===== src/rtl/mem_arb_pkg.sv =====
// Shared types for the data memory arbiter: bus owner codes, FSM states and
// the debug snapshot of the arbitration state.
package mem_arb_pkg;

  localparam int LANES  = 4;
  localparam int BEAT_W = 2;
  localparam logic [BEAT_W-1:0] LAST_BEAT = BEAT_W'(LANES - 1);

  typedef enum logic [1:0] {
    OWN_NONE,
    OWN_VGA,
    OWN_SCALAR,
    OWN_VEC
  } owner_e;

  typedef enum logic [1:0] {
    ST_IDLE,
    ST_SCALAR,
    ST_VGA,
    ST_VEC
  } arb_state_e;

  typedef struct packed {
    arb_state_e        state;
    logic [BEAT_W-1:0] beat;
    logic              rr_ptr;
  } arb_dbg_t;

endpackage


===== src/rtl/rr_pick2.sv =====
// Two-way round-robin picker (a = scalar, b = vector). The pointer names the
// preferred port and flips to the other port after every grant.
module rr_pick2 (
  input  logic clk,
  input  logic reset,
  input  logic en_i,
  input  logic req_a_i,
  input  logic req_b_i,
  output logic gnt_a_o,
  output logic gnt_b_o,
  output logic ptr_o
);

  logic ptr_q, ptr_d;
  logic gnt_a, gnt_b;

  always_comb begin
    gnt_a = 1'b0;
    gnt_b = 1'b0;
    ptr_d = ptr_q;
    if (en_i) begin
      if (req_a_i && (!req_b_i || !ptr_q)) begin
        gnt_a = 1'b1;
        ptr_d = 1'b1;
      end else if (req_b_i) begin
        gnt_b = 1'b1;
        ptr_d = 1'b0;
      end
    end
  end

  always_ff @(posedge clk or negedge reset) begin
    if (!reset) ptr_q <= 1'b0;
    else        ptr_q <= ptr_d;
  end

  assign gnt_a_o = gnt_a;
  assign gnt_b_o = gnt_b;
  assign ptr_o   = ptr_q;

endmodule


===== src/rtl/data_mem_arbiter.sv =====
// Data memory arbiter: shares one single-port, 1-cycle-latency memory between
// VGA scan-out, the scalar core and the 4-lane vector unit.
module data_mem_arbiter
  import mem_arb_pkg::*;
#(
  parameter int ADDR_W = 32,
  parameter int DATA_W = 32
) (
  input  logic                          clk,
  input  logic                          reset,
  input  logic                          s_req,
  input  logic                          s_we,
  input  logic [ADDR_W-1:0]             s_addr,
  input  logic [DATA_W-1:0]             s_wdata,
  output logic [DATA_W-1:0]             s_rdata,
  output logic                          s_done,
  input  logic                          v_req,
  input  logic                          v_we,
  input  logic [LANES-1:0][ADDR_W-1:0]  v_addr,
  input  logic [LANES-1:0][DATA_W-1:0]  v_wdata,
  output logic [LANES-1:0][DATA_W-1:0]  v_rdata,
  output logic                          v_done,
  input  logic                          g_req,
  input  logic [ADDR_W-1:0]             g_addr,
  output logic [DATA_W-1:0]             g_rdata,
  output logic                          g_valid,
  output logic [ADDR_W-1:0]             mem_addr,
  output logic                          mem_we,
  output logic [DATA_W-1:0]             mem_wdata,
  input  logic [DATA_W-1:0]             mem_rdata,
  output arb_dbg_t                      dbg_o
);

  // Handshake: a requester raises req with its inputs stable and keeps them
  // until its done/valid pulse; that pulse is the only completion signal,
  // and a req still high in the pulse cycle is not treated as a new request.

  arb_state_e                    state_q;
  logic [BEAT_W-1:0]             beat_q;
  logic                          s_done_q, v_done_q, g_valid_q;
  logic                          s_rd_q, v_rd_q;
  logic [ADDR_W-1:0]             mem_addr_q;
  logic [DATA_W-1:0]             mem_wdata_q;
  logic [DATA_W-1:0]             s_rdata_q, g_rdata_q;
  logic [LANES-1:0][DATA_W-1:0]  v_rdata_q;
  logic [LANES-2:0][DATA_W-1:0]  v_buf_q;

  logic   final_beat, arb_en;
  logic   g_elig, s_elig, v_elig;
  logic   s_gnt, v_gnt, rr_ptr;
  owner_e grant_own;

  always_comb begin
    final_beat = (state_q == ST_SCALAR) || (state_q == ST_VGA) ||
                 ((state_q == ST_VEC) && (beat_q == LAST_BEAT));
    arb_en     = (state_q == ST_IDLE) || final_beat;
    // The current owner and any port showing its completion are excluded.
    g_elig     = g_req && !g_valid_q && (state_q != ST_VGA);
    s_elig     = s_req && !s_done_q  && (state_q != ST_SCALAR);
    v_elig     = v_req && !v_done_q  && (state_q != ST_VEC);
  end

  rr_pick2 u_rr (
    .clk     (clk),
    .reset   (reset),
    .en_i    (arb_en && !g_elig),
    .req_a_i (s_elig),
    .req_b_i (v_elig),
    .gnt_a_o (s_gnt),
    .gnt_b_o (v_gnt),
    .ptr_o   (rr_ptr)
  );

  always_comb begin
    grant_own = OWN_NONE;
    if (arb_en) begin
      if (g_elig)     grant_own = OWN_VGA;
      else if (s_gnt) grant_own = OWN_SCALAR;
      else if (v_gnt) grant_own = OWN_VEC;
    end
  end

  always_comb begin
    mem_addr  = mem_addr_q;
    mem_wdata = mem_wdata_q;
    mem_we    = 1'b0;
    unique case (state_q)
      ST_SCALAR: begin
        mem_addr  = s_addr;
        mem_wdata = s_wdata;
        mem_we    = s_we;
      end
      ST_VGA: mem_addr = g_addr;
      ST_VEC: begin
        mem_addr  = v_addr[beat_q];
        mem_wdata = v_wdata[beat_q];
        mem_we    = v_we;
      end
      default: ;
    endcase
  end

  always_ff @(posedge clk or negedge reset) begin
    if (!reset) begin
      state_q   <= ST_IDLE;
      beat_q    <= '0;
      s_done_q  <= 1'b0;
      v_done_q  <= 1'b0;
      g_valid_q <= 1'b0;
      s_rd_q    <= 1'b0;
      v_rd_q    <= 1'b0;
    end else begin
      s_done_q  <= (state_q == ST_SCALAR);
      g_valid_q <= (state_q == ST_VGA);
      v_done_q  <= (state_q == ST_VEC) && (beat_q == LAST_BEAT);
      if (state_q == ST_SCALAR) s_rd_q <= !s_we;
      if ((state_q == ST_VEC) && (beat_q == LAST_BEAT)) v_rd_q <= !v_we;
      if (arb_en) begin
        beat_q <= '0;
        unique case (grant_own)
          OWN_VGA:    state_q <= ST_VGA;
          OWN_SCALAR: state_q <= ST_SCALAR;
          OWN_VEC:    state_q <= ST_VEC;
          default:    state_q <= ST_IDLE;
        endcase
      end else begin
        beat_q <= beat_q + 2'd1;
      end
    end
  end

  // Read data lands one cycle after its beat; lanes 0..LANES-2 wait in
  // v_buf_q so the whole vector appears together with v_done.
  always_ff @(posedge clk or negedge reset) begin
    if (!reset) begin
      mem_addr_q  <= '0;
      mem_wdata_q <= '0;
      s_rdata_q   <= '0;
      g_rdata_q   <= '0;
      v_rdata_q   <= '0;
      v_buf_q     <= '0;
    end else begin
      mem_addr_q  <= mem_addr;
      mem_wdata_q <= mem_wdata;
      if ((state_q == ST_VEC) && (beat_q != '0)) v_buf_q[beat_q - 2'd1] <= mem_rdata;
      if (s_done_q && s_rd_q) s_rdata_q <= mem_rdata;
      if (g_valid_q)          g_rdata_q <= mem_rdata;
      if (v_done_q && v_rd_q) v_rdata_q <= {mem_rdata, v_buf_q};
    end
  end

  assign s_done  = s_done_q;
  assign v_done  = v_done_q;
  assign g_valid = g_valid_q;
  assign s_rdata = (s_done_q && s_rd_q) ? mem_rdata : s_rdata_q;
  assign g_rdata = g_valid_q ? mem_rdata : g_rdata_q;
  assign v_rdata = (v_done_q && v_rd_q) ? {mem_rdata, v_buf_q} : v_rdata_q;

  always_comb begin
    dbg_o.state  = state_q;
    dbg_o.beat   = beat_q;
    dbg_o.rr_ptr = rr_ptr;
  end

endmodule

===== config.mk =====
export PLATFORM = sky130hd
export DESIGN_NAME = data_mem_arbiter
export DESIGN_NICKNAME = d
export VERILOG_FILES = /design/src/rtl/mem_arb_pkg.sv /design/src/rtl/rr_pick2.sv /design/src/rtl/data_mem_arbiter.sv
export SDC_FILE = /design/constraint.sdc
export NUM_CORES = 1
export LEC_CHECK = 0
export CORE_AREA = 4 4 252 254
export CTS_CLUSTER_DIAMETER = 80
export DETAILED_ROUTE_END_ITERATION = 12
export DIE_AREA = 0 0 256 258
export REMOVE_ABC_BUFFERS = 1
export SETUP_SLACK_MARGIN = 0.3
export SLEW_MARGIN = 20
export SYNTH_ARGS = -nofsm -noshare
export SYNTH_HDL_FRONTEND = slang
export SYNTH_SLANG_ARGS = --single-unit

===== constraint.sdc =====
create_clock -name clk -period 1.95 [get_ports clk]
set_input_delay 0.39 -clock clk [delete_from_list [all_inputs] [get_ports clk]]
set_output_delay 0.39 -clock clk [all_outputs]
set_load 0.02 [all_outputs]

# After elaboration in Yosys (flattened, before gate mapping)
# Cells that the tools add are included.
# W data, S select, Z words.
# classes
n_addsub,2
magnitude_cmp,3
eq_ne,10
muxes,26
n_reduce_logical,29
# op_table
cell,n
$mux W32,5
$bmux W32 S2,2
$mux W128,1
$bwmux W96,1
$pmux W32 S3,1
$demux W32 S2,1
$pmux W32 S2,1
$logic_and A1 B1 Y1,13
$eq A2 B2 Y1 const B,5
$mux W2,5
$logic_not A1 Y1,8
$mux W1,7
$lt A2 B3 Y1 const B,2
$pmux W2 S3,1
$eq A2 B1 Y1 const B,2
$logic_or A1 B1 Y1,4
$ne A2 B2 Y1 const B,2
$reduce_bool A2 Y1,2
$add A2 B1 Y2 const B,1
$ge A2 B1 Y1 const B,1
$logic_not A2 Y1,1
$ne A2 B1 Y1 const B,1
$pmux W1 S2,1
$reduce_and A2 Y1,1
$sub A2 B1 Y2 const B,1
# word_totals
reg_bits,362
in_bits,391

# Depth between registers and ports, before layout
# depth
ltp_word,14
depth_mapped,8
ltp_nobuf,5

# By module
# From an unflattened synthesis, not the netlist that was laid out.
# hier_totals
hier_cells,1094
area_unflattened_um2,15941.5
# by_module_without_submodules
mod,n_inst,cells_each,area_each_um2,seq_area_each_um2
data_mem_arbiter,1,1086,15880.2,9033.7
rr_pick2,1,8,61.3,25.0

# Least setup slack after synthesis
# No wires, ideal clock.
# synth_path
kind,flip-flop to output port
start,reg state_q[0]
end,out mem_addr[10]
arrival_ns,1.809
t_required_ns,1.560
path_slack_ns,-0.249
path_stages_with_launch,8
n_path_buf,2
path_cell_list,dfrtp_1 inv_1 ha_1 clkbuf_1 clkbuf_1 a221o_1 a21oi_1 a21oi_1
# synth_via
elab_chain_cells,2
# synth_lines
item,line,rtl
from (decl),data_mem_arbiter.sv:38,arb_state_e state_q;
from (signal assigned),data_mem_arbiter.sv:105,state_q <= ST_IDLE;
from (signal assigned),data_mem_arbiter.sv:121,OWN_VGA: state_q <= ST_VGA;
from (signal assigned),data_mem_arbiter.sv:122,OWN_SCALAR: state_q <= ST_SCALAR;
$eq A2 B2 Y1 / $eq A2 B1 Y1 (equally long branches),data_mem_arbiter.sv:87,unique case (state_q)
$pmux W32 S3 *,data_mem_arbiter.sv:87,
to (decl),data_mem_arbiter.sv:27,"output logic [ADDR_W-1:0] mem_addr,"
# Every way passes the cells marked *; elsewhere a longest branch is shown, timed or not.

# Worst setup path in the final report
# layout_path
start,reg beat_q[0]
end,out mem_wdata[22]
# layout_via
elab_chain_cells,3
# layout_lines
item,line,rtl
from (decl),data_mem_arbiter.sv:39,logic [BEAT_W-1:0] beat_q;
from (signal assigned),data_mem_arbiter.sv:127,beat_q <= beat_q + 2'd1;
$bmux W32 S2,data_mem_arbiter.sv:96,mem_wdata = v_wdata[beat_q];
$mux W32 (implied by the code),data_mem_arbiter.sv:96,
$pmux W32 S2,data_mem_arbiter.sv:87,
to (decl),data_mem_arbiter.sv:29,"output logic [DATA_W-1:0] mem_wdata,"
# Every way passes these cells. The select of a mux whose other input is x is not followed.

==> summary.md <==
| Metric | Value |
|---|---|
| CTS buffer count | `43` |
| Critical setup path kind | `reg2out` |
| Row cnt | `91` |
| Core box area | `between 60,000 and 70,000 sq um` |
| Post-detailed-routing wire length | `73.40 mm` |
| Overflow left after global routing | `0` |
| Wire length per cell | `around 26 um` |
| Vias | `13,460` |
| Worst Skew | `0.01201 ns` |
| Global routing usage summed across all routing layers | `20.30%` |
| Maximum cell stage delay along the critical path | `0.54 ns` |
| Beginning of the worst register-to-register path | `beat_q[0]` |
| DR iter-0 viols | `645` |
| Area contributors post-synth | `dfrtp_1 (58%), mux2_2 (21%), mux4_2 (9.2%), a21oi_1 (2.0%), a221o_1 (2.0%)` |
| Maximum number of pins on one net before global-route repair | `between 50 and 60` |
| Share of synthesized flip-flops with an asynchronous set or reset | `100.0%` |
| Transition at the pin with the smallest max-transition slack | `roughly 0.48 ns` |
| Part of the Yosys area used for sequential elements | `57.93%` |
| Min Tclk post-route | `2.684 ns` |
| Largest vdd supply drop | `1.171 mV` |
| Die area | `roughly 66,000 sq um` |
| Avg Inst Size Synth | `14.84 sq um` |
| Cell count of the worst reg-to-reg path | `11` |
| Clk Tree Root Cell | `clkbuf_16` |
| Power Density | `around 1700 nW/um^2` |
| # port buffers | `655` |
| Number of design rule violations left after detail routing | `0` |
| Library cell contributing the largest single delay on the critical path | `dfrtp_4` |
| Worst min-delay path category | `in2async` |
| # nets final | `around 2,400` |
| DRT antenna net count | `0` |
| Flip-flop and latch count after synthesis | `362` |
| Maximum clock rate | `372.6 MHz` |
| CTS HTree Levels | `2` |
| Sort of element at the end of the critical path | `primary output` |
| HPWL after detailed placement | `~48 mm` |
| Average vias per placed instance | `~4.7` |
| Finish-stage setup viols | `366` |
| Global placer's final weighted congestion | `0.9247` |
| Most frequent cell after synthesis | `dfrtp_1` |
| Synthesized cell area | `15,640 sq um` |
| Register-to-register path setup slack | `-0.44 ns` |
| Most used standard cells in the synthesized netlist | `dfrtp_1 (362), mux2_2 (288), nand2_1 (71), a21oi_1 (64), mux4_2 (64)` |
| Number of optimization iterations in the first detailed-route pass | `5` |
| Area share of the leading cell type in the synthesized netlist | `57.93%` |
| Synth unique cells | `27` |
| Synth area leader | `dfrtp_1` |
| Post-synthesis xor/xnor area fraction | `0%` |
| Fin worst setup slack | `-0.7340 ns` |
| Setup TNS Final | `-157.94 ns` |
| Cells after synthesis | `1,054` |
| Outcome | `finished with violations` |
| Required arrival time at the worst endpoint | `1.56 ns` |
| Placement-stage worst setup slack | `-0.6860 ns` |
| Antenna violations before repair | `17` |
| Wire length of the first global-routing pass | `100.3 mm` |
| Share of the clock period used by the worst path after layout | `137.6%` |
| Synth Area in Adders | `less than 1%` |
| Area delta synth->final | `93.11%` |
| Failing checks | `setup timing` |
| Capture instance of the worst register-to-register path | `v_buf_q[92]` |
| Tightest slew margin relative to the limit | `67.95%` |
| Final-report hold violation count | `0` |
| Clock Sinks | `between 300 and 400` |
| Top FF cell, synth | `dfrtp_1` |
| Main combinational cell family by area after synthesis | `multiplexers` |
| Die W | `256 um` |
| Initial Util | `25.53%` |
| Count of final max-slew check failures | `0` |
| Clock insertion delay at the later pin of the skew report | `0.56 ns` |
| Clock-pin slew on the worst setup and hold paths | `0.06 ns` |
| Hold slack final | `0.3732 ns` |
| Simple-gate share of the synthesized area | `2.032%` |
| Startpoint Class | `flop` |
| Vias in the first global route | `roughly 14,000` |
| Max FO, Critical Path | `6` |
| Total of max-cap violations | `0` |
| Mux contribution to synthesized area | `between 30 and 40%` |
| Fraction of final layout cells sized beyond drive strength 1 | `55.69%` |
| IO Count | `656` |
| TritonCTS clock tree | `yes` |
| Clock Tree Buf Depth | `3` |
| Reported leakage power | `13.98 nW` |
| Crit path arrival time | `about 2.3 ns` |
| Die outline height | `258 um` |
| Number of enable-type register cells in the synthesized netlist | `0` |
| Area fraction in compound gates after synthesis | `slightly above 6%` |
| Setup repair after global routing missed its margin | `true` |
| Cell-by-cell listing of the critical path | `buf_6 > buf_12 > buf_16 > mux4_2 > nand2_2 > nand2_2 > buf_6` |
| Count of synthesis-stage warnings from yosys | `0` |
[cell type report]
| cell class | instances | area (sq um) |
|---|---|---|
| clock buffers | 66 | 1252 |
| inverters | 39 | 151.4 |
| diodes | 7 | 17.52 |
| well taps | 790 | 988.4 |
| repair buffers | 999 | 11310 |
| clock inverters | 12 | 142.6 |
| fillers | 5244 | 31060 |
| flip-flops and latches | 362 | 9066 |
| multi-input cells | 578 | 7263 |
[critical path: cells and delay by family (launching register included)]
kind,cells,cell delay [ns]
multiplexers,1,0.48
buffers and inverters,4,0.56
flip-flops,1,0.54
AND/OR/NAND/NOR,2,0.15
[per-stage QoR]
stage	cells	util (%)	power [mW]	cell area (sq um)
2_1_floorplan	979	-	23.85	15270
3_3_place_gp	2563	39.59	35.69	24250
6_report	2853	49.29	51.71	30200
4_1_cts	2767	45.90	47.92	28120
5_1_grt	2853	49.29	54.13	30200
3_5_place_dp	2563	39.59	36.02	24250
[cells by family (layout without fill, tap and decap cells)]
kind of cell / Yosys count / count (layout)
buf+inv: 114 / 1116
fa+ha+maj: 8 / 8
mux: 353 / 353
flops: 362 / 362
other cells: 0 / 7
simple gates: 79 / 79
compound gates: 138 / 138
[placed cells by master, fill, tap and decap left out, types with 3 or more instances in the layout]
cell             netlist  routed
clkdlybuf4s50_1        0     394
dfrtp_1              362     358
buf_6                  2     270
mux2_4                 0     188
buf_4                  7     178
mux2_2               288     100
mux4_2                64      64
buf_12                 0      64
a21oi_2                0      61
clkbuf_16              0      56
nand2_2                0      38
inv_1                 39      36
a221o_1               32      32
buf_16                 0      31
nand2_1               71      28
a22oi_1               33      27
buf_2                 35      25
buf_8                  0      20
clkbuf_1              27      14
clkbuf_8               0       9
diode_2                0       7
a22oi_2                0       6
ha_4                   0       5
clkinv_2               0       4
nand2_4                0       3
ha_1                   8       3
dfrtp_2                0       3
inv_6                  0       3
bufbuf_16              0       3
[per-layer routing]
metal | up-vias | share of wire [%] | global-route usage, %
li1 | 5849 | - | -
met1 | 6959 | 40 | 24.62
met2 | 521 | 51 | 35.29
met3 | 125 | 6.4 | 5.502
met4 | 6 | 3.1 | 6.445
met5 | - | 0.048 | 0
[report_power, final]
group | internal (mW) | total [mW] | switching, mW
Combinational | 16.7 | 31.3 | 14.6
Sequential | 11.1 | 12.4 | 1.33
Clock | 4.72 | 7.99 | 3.27
Total | 32.5 | 51.7 | 19.2
[what timing repair did]
| item | 4_1_cts | 5_1_grt |
|---|---|---|
| endpoints found under the setup margin | 405 | 433 |
| pin swaps | 24 | 39 |
| resized for setup | 1574 | 362 |
| hold endpoints to repair | 40 | 0 |
| cloned | 29 | 15 |
| buffers inserted | 96 | 64 |
| hold buffers | 1 | 0 |
[worst max path at each step]
stage / slack, ns / start / end
2_1_floorplan: -2.67 / beat_q[0] / v_buf_q[0]
3_3_place_gp: -0.71 / v_addr[26] / mem_addr[26]
3_5_place_dp: -0.69 / v_addr[74] / mem_addr[10]
4_1_cts: -0.79 / beat_q[0] / mem_addr[19]
5_1_grt: -0.80 / beat_q[0] / mem_wdata[10]
6_report: -0.73 / beat_q[0] / mem_wdata[22]
[sequential cells by signal, indices dropped and copies added (netlist names)]
register and flops:
beat_q 2, g_rdata_q 32, g_valid 1, mem_addr_q 32
mem_wdata_q 32, s_done 1, s_rd_q 1, s_rdata_q 32
state_q 2, u_rr.ptr_o 1, v_buf_q 96, v_done 1
v_rd_q 1, v_rdata_q 128
Power figures use the tool's default switching activity.
